$ cat src/rtl/alu_issue.sv
// Issue/writeback sequencer in front of the 16-bit ALU: accepts one instruction, reads operands,
// drives registered ALU inputs and returns the result. Optional macro: ALU_ISSUE_ILLEGAL_EN.
module alu_issue #(
  parameter int DATA_W = 16
) (
  input  logic              clk,
  input  logic              rst_n,
  input  logic              in_valid,
  output logic              in_ready,
  input  logic [15:0]       instr,
  output logic [2:0]        rs_addr,
  output logic [2:0]        rt_addr,
  input  logic [DATA_W-1:0] rs_data,
  input  logic [DATA_W-1:0] rt_data,
  output logic [4:0]        alu_opcode,
  output logic [1:0]        alu_funct,
  output logic [DATA_W-1:0] alu_Ain,
  output logic [DATA_W-1:0] alu_Bin,
  input  logic [DATA_W-1:0] alu_out,
  output logic              wb_valid,
  input  logic              wb_ready,
  output logic [2:0]        wb_reg,
  output logic [DATA_W-1:0] wb_data
`ifdef ALU_ISSUE_ILLEGAL_EN
  ,
  output logic              illegal,
  output logic              err_sticky
`endif
);

  localparam logic [1:0] IDLE = 2'd0;
  localparam logic [1:0] OPER = 2'd1;
  localparam logic [1:0] EXEC = 2'd2;
  localparam logic [1:0] WB   = 2'd3;

  logic [1:0]        state;
  logic [15:0]       instr_q;
  logic [4:0]        op_q;
  logic              is_r;
  logic              legal_q;
  logic [2:0]        rd;
  logic [DATA_W-1:0] bin_next;

  function automatic logic is_legal(input logic [4:0] op);
    return (op[4:2] == 3'b010) || (op[4:2] == 3'b101) || (op[4:1] == 4'b1101);
  endfunction

  // Register-file addresses come straight from the captured word, so they reset with it.
  assign rs_addr  = instr_q[10:8];
  assign rt_addr  = instr_q[7:5];
  assign op_q     = instr_q[15:11];
  assign is_r     = (op_q[4:1] == 4'b1101);
  assign legal_q  = is_legal(op_q);
  assign rd       = is_r ? instr_q[4:2] : instr_q[7:5];
  assign in_ready = rst_n && (state == IDLE);

  always_comb begin
    bin_next = rt_data;
    if (!is_r) begin
      if (op_q[4:1] == 4'b0100)
        bin_next = {{(DATA_W-5){instr_q[4]}}, instr_q[4:0]};
      else if (op_q[4:1] == 4'b0101)
        bin_next = {{(DATA_W-5){1'b0}}, instr_q[4:0]};
      else
        bin_next = {{(DATA_W-4){1'b0}}, instr_q[3:0]};
    end
  end

  // ALU inputs are only loaded for legal instructions and otherwise keep their last values.
  always_ff @(posedge clk or negedge rst_n) begin
    if (!rst_n) begin
      state      <= IDLE;
      instr_q    <= '0;
      alu_opcode <= '0;
      alu_funct  <= '0;
      alu_Ain    <= '0;
      alu_Bin    <= '0;
      wb_valid   <= 1'b0;
      wb_reg     <= '0;
      wb_data    <= '0;
    end else begin
      case (state)
        IDLE: begin
          if (in_valid) begin
            instr_q <= instr;
            state   <= OPER;
          end
        end
        OPER: begin
          if (legal_q) begin
            alu_opcode <= op_q;
            alu_funct  <= is_r ? instr_q[1:0] : 2'b00;
            alu_Ain    <= rs_data;
            alu_Bin    <= bin_next;
            state      <= EXEC;
          end else begin
            state <= IDLE;
          end
        end
        EXEC: begin
          wb_data  <= alu_out;
          wb_reg   <= rd;
          wb_valid <= 1'b1;
          state    <= WB;
        end
        WB: begin
          if (wb_ready) begin
            wb_valid <= 1'b0;
            state    <= IDLE;
          end
        end
        default: state <= IDLE;
      endcase
    end
  end

`ifdef ALU_ISSUE_ILLEGAL_EN
  // Flagged on the accept edge so the pulse lines up with the OPER cycle.
  always_ff @(posedge clk or negedge rst_n) begin
    if (!rst_n) begin
      illegal    <= 1'b0;
      err_sticky <= 1'b0;
    end else begin
      illegal <= (state == IDLE) && in_valid && !is_legal(instr[15:11]);
      if ((state == IDLE) && in_valid && !is_legal(instr[15:11]))
        err_sticky <= 1'b1;
    end
  end
`endif

endmodule

$ cat config.mk
export PLATFORM = sky130hd
export DESIGN_NAME = alu_issue
export DESIGN_NICKNAME = d
export VERILOG_FILES = /design/src/rtl/alu_issue.sv
export SDC_FILE = /design/constraint.sdc
export NUM_CORES = 1
export LEC_CHECK = 0
export ABC_CLOCK_PERIOD_IN_PS = 3570
export BUFFER_PORTS_ARGS = -buffer_cell sky130_fd_sc_hd__clkbuf_2
export CORE_MARGIN = 10
export CORE_UTILIZATION = 50
export DETAILED_ROUTE_END_ITERATION = 7
export PLACE_DENSITY = 0.8
export SYNTH_ARGS = -nofsm -noshare
export SYNTH_HDL_FRONTEND = slang
export SYNTH_SLANG_ARGS = --single-unit
$ cat constraint.sdc
create_clock -name clk -period 3.57 [get_ports clk]
set_input_delay 0.1785 -clock clk [delete_from_list [all_inputs] [get_ports clk]]
set_output_delay 0.1785 -clock clk [all_outputs]
set_load 0.005 [all_outputs]
==> qor.txt <==
Final Hold Slack -> 0.06894 ns
Setup Crit Path Kind -> reg2reg
delay of the slowest critical-path stage -> 0.73 ns
R2R Path Start -> instr_q[13]$_DFFE_PN0P_
Final TNS setup -> 0 ns
GRT Util Overall -> 14.08%
Final Hold Viols -> 0
CTS tree -> yes
post-synth top area share -> 60.42%
# H-tree levels -> 3
pwr dens -> 871.9 mW/mm2
Ant. Diodes -> 0
Congestion Overflow GR -> 0
vias in the first global route -> 2294
peak supply drop -> 0.4406 mV
clk sink count -> 77
Max Root-Sink Buffers -> 2
critical path endpoint category -> flip-flop
cell leakage power -> 2.153 nW
die width -> 99.87 um
Num CTS Buffers -> 9
layout cell share with drive strength beyond 1 -> 65.80%
initial drt markers -> 45
Worst-Skew Late Latency -> 0.33 ns
crit path max fanout -> 19
final setup fails -> 0
Fillers -> 498
hpwl dp -> 5619 um
crit path cell chain -> nand2b_2, nor2_2, mux2_2, mux2_2
utilization after layout -> 65.04%
final worst-path cycle share -> 59.55%
final slew viol count -> 0
RSZ-0062 raised after global routing -> no
Worst-path clk slew -> 0.08 ns
nets -> 411
CP max-delay cell -> nor2_2
initial antenna violation count -> 0
Detail Route Antenna Nets -> 0
Crit path max-delay family -> simple AND/OR/NAND/NOR gates
crit start category -> flip-flop
IO Count -> 134
root buf cell -> clkbuf_8
first-pass GRT wire length -> 11240 um
register area share after synthesis -> 60.42%
area grow syn2layout -> 28.01%
Total Wirelength -> 7224 um
Hold Crit Class -> in2reg
largest area contributor in the netlist -> dfrtp_1
largest net degree at the start of global routing -> 59
status -> finished, final reports clean
Hold Path Sink -> alu_Ain[4]$_DFFE_PN0P_
CP startpoint -> instr_q[13]$_DFFE_PN0P_
vias -> 2105
FP Rows -> 29
Fmax -> 470.4 MHz
die area -> 0.009973 mm2
Post-Synthesis Cell Area -> 0.003189 mm2
Mapped Nets -> 279
Initial Utilization -> 50.81%
Synth Register Bits -> 77
total power draw -> 3.560 mW
worst path bufs/invs -> 0
Worst R2R End -> alu_Bin[1]$_DFFE_PN0P_
Clock Skews -> 0.01052 ns
final RePlAce weighted congestion -> 0.7519
# DRC -> 0
slew margin rel. -> 16.59%
wire per inst -> 17.00 um
critical path's most frequent cell -> mux2_2
register-to-register setup slack -> 1.44 ns
# port buffers -> 133
Chip Height -> 99.87 um
Min-Delay Startpoint -> rs_data[4]
vias per cell -> 4.953
leading cell type in the layout, fill and taps excluded -> clkbuf_2
max-cap violations -> 0
yosys warns -> 0
syn avg cell area -> 15.12 um2
Stages on worst setup path -> 4
Synth area leaders -> dfrtp_1, mux2_2, a21o_1
worst slew pin tran -> 1.242 ns
Initial DRT Pass Iterations -> 4
Cells after Synth -> 211
Core Footprint -> 0.006277 mm2
Register-to-Register Path Depth -> 4
Synth cell types -> 27
commonest non-fill, non-tap cells in the layout -> clkbuf_2, dfrtp_1, mux2_2
Min-Delay Path Depth -> 2
WP data arrival -> 2.34 ns
CP Data Required Time -> 3.78 ns
Tmin final -> 2.126 ns
how the worst max path moves through the flow:
stage	end	slack (ns)
after global routing	alu_Bin[1]$_DFFE_PN0P_	1.28
final	alu_Bin[1]$_DFFE_PN0P_	1.44
after CTS	alu_Bin[3]$_DFFE_PN0P_	1.42
after detailed placement	alu_Bin[3]$_DFFE_PN0P_	1.44
after global placement	alu_Bin[2]$_DFFE_PN0P_	1.51
after floorplan	alu_Bin[0]$_DFFE_PN0P_	1.98
per-stage QoR:
stage	worst slack, ns	instances	area, um2
floorplan	1.975	211	3189
global placement	1.510	408	3846
detailed placement	1.438	408	3846
CTS	1.424	425	4083
global route	1.280	425	4083
finish	1.444	425	4083
worst reg2reg max path: stages, from the launching register on:
cell and delay, ns:
dfrtp_1 0.40, nand2b_2 0.22, nor2_2 0.73, mux2_2 0.41, mux2_2 0.25
final cells by class:
cell class	instances	area, um2	share of cell area [%]
Clock buffer	13	158.9	3.892
Clock inverter	3	67.56	1.655
Inverter	2	7.507	0.1839
Multi-Input combinational cell	116	1125	27.55
Sequential cell	77	1927	47.20
Tap cell	77	96.34	2.360
Timing Repair Buffer	137	700.7	17.16
cell usage after synthesis:
cell type,n
nor2_2,1
nand2_1,6
a22o_1,2
a21oi_1,4
mux2_4,4
and3b_1,1
o22ai_1,1
nor3_2,1
nand3b_2,1
nor2_1,3
buf_4,9
inv_1,2
buf_6,5
nand2b_1,1
o21ai_0,1
nor3_1,1
a21o_1,10
nand3_1,1
mux2i_1,4
nand2b_2,1
mux2_2,68
nor3b_1,1
nor2b_1,2
clkbuf_1,1
buf_2,1
dfrtp_1,77
a21o_2,2
per-layer routing:
metal	track usage, %	routed length (um)	vias up
met5	0	0	-
met4	6.836	102	0
met3	6.387	677	9
met2	22.95	3704	71
met1	15.22	2738	1023
li1	-	-	1002
logic make-up after synthesis:
family | after synthesis | synth area share [%]
multiplexers | 76 | 27.15
flip-flops | 77 | 60.42
AND/OR/NAND/NOR | 20 | 3.609
AO/OA/AOI/OAI | 20 | 4.433
buffers and inverters | 18 | 4.393
timing repair:
action	CTS	global route
hold endpoints to repair	19	0
hold buffers	1	0
gates resized for setup	0	0
buffers inserted	0	0
power by group:
| part | internal [mW] | switching [mW] | leakage (nW) |
|---|---|---|---|
| Sequential | 1.28 | 0.243 | 0.932 |
| Clock | 0.433 | 0.295 | 0.110 |
| Combinational | 0.775 | 0.534 | 1.11 |
| Total | 2.49 | 1.07 | 2.15 |
Note: power is estimated with default switching activity, not from simulation.
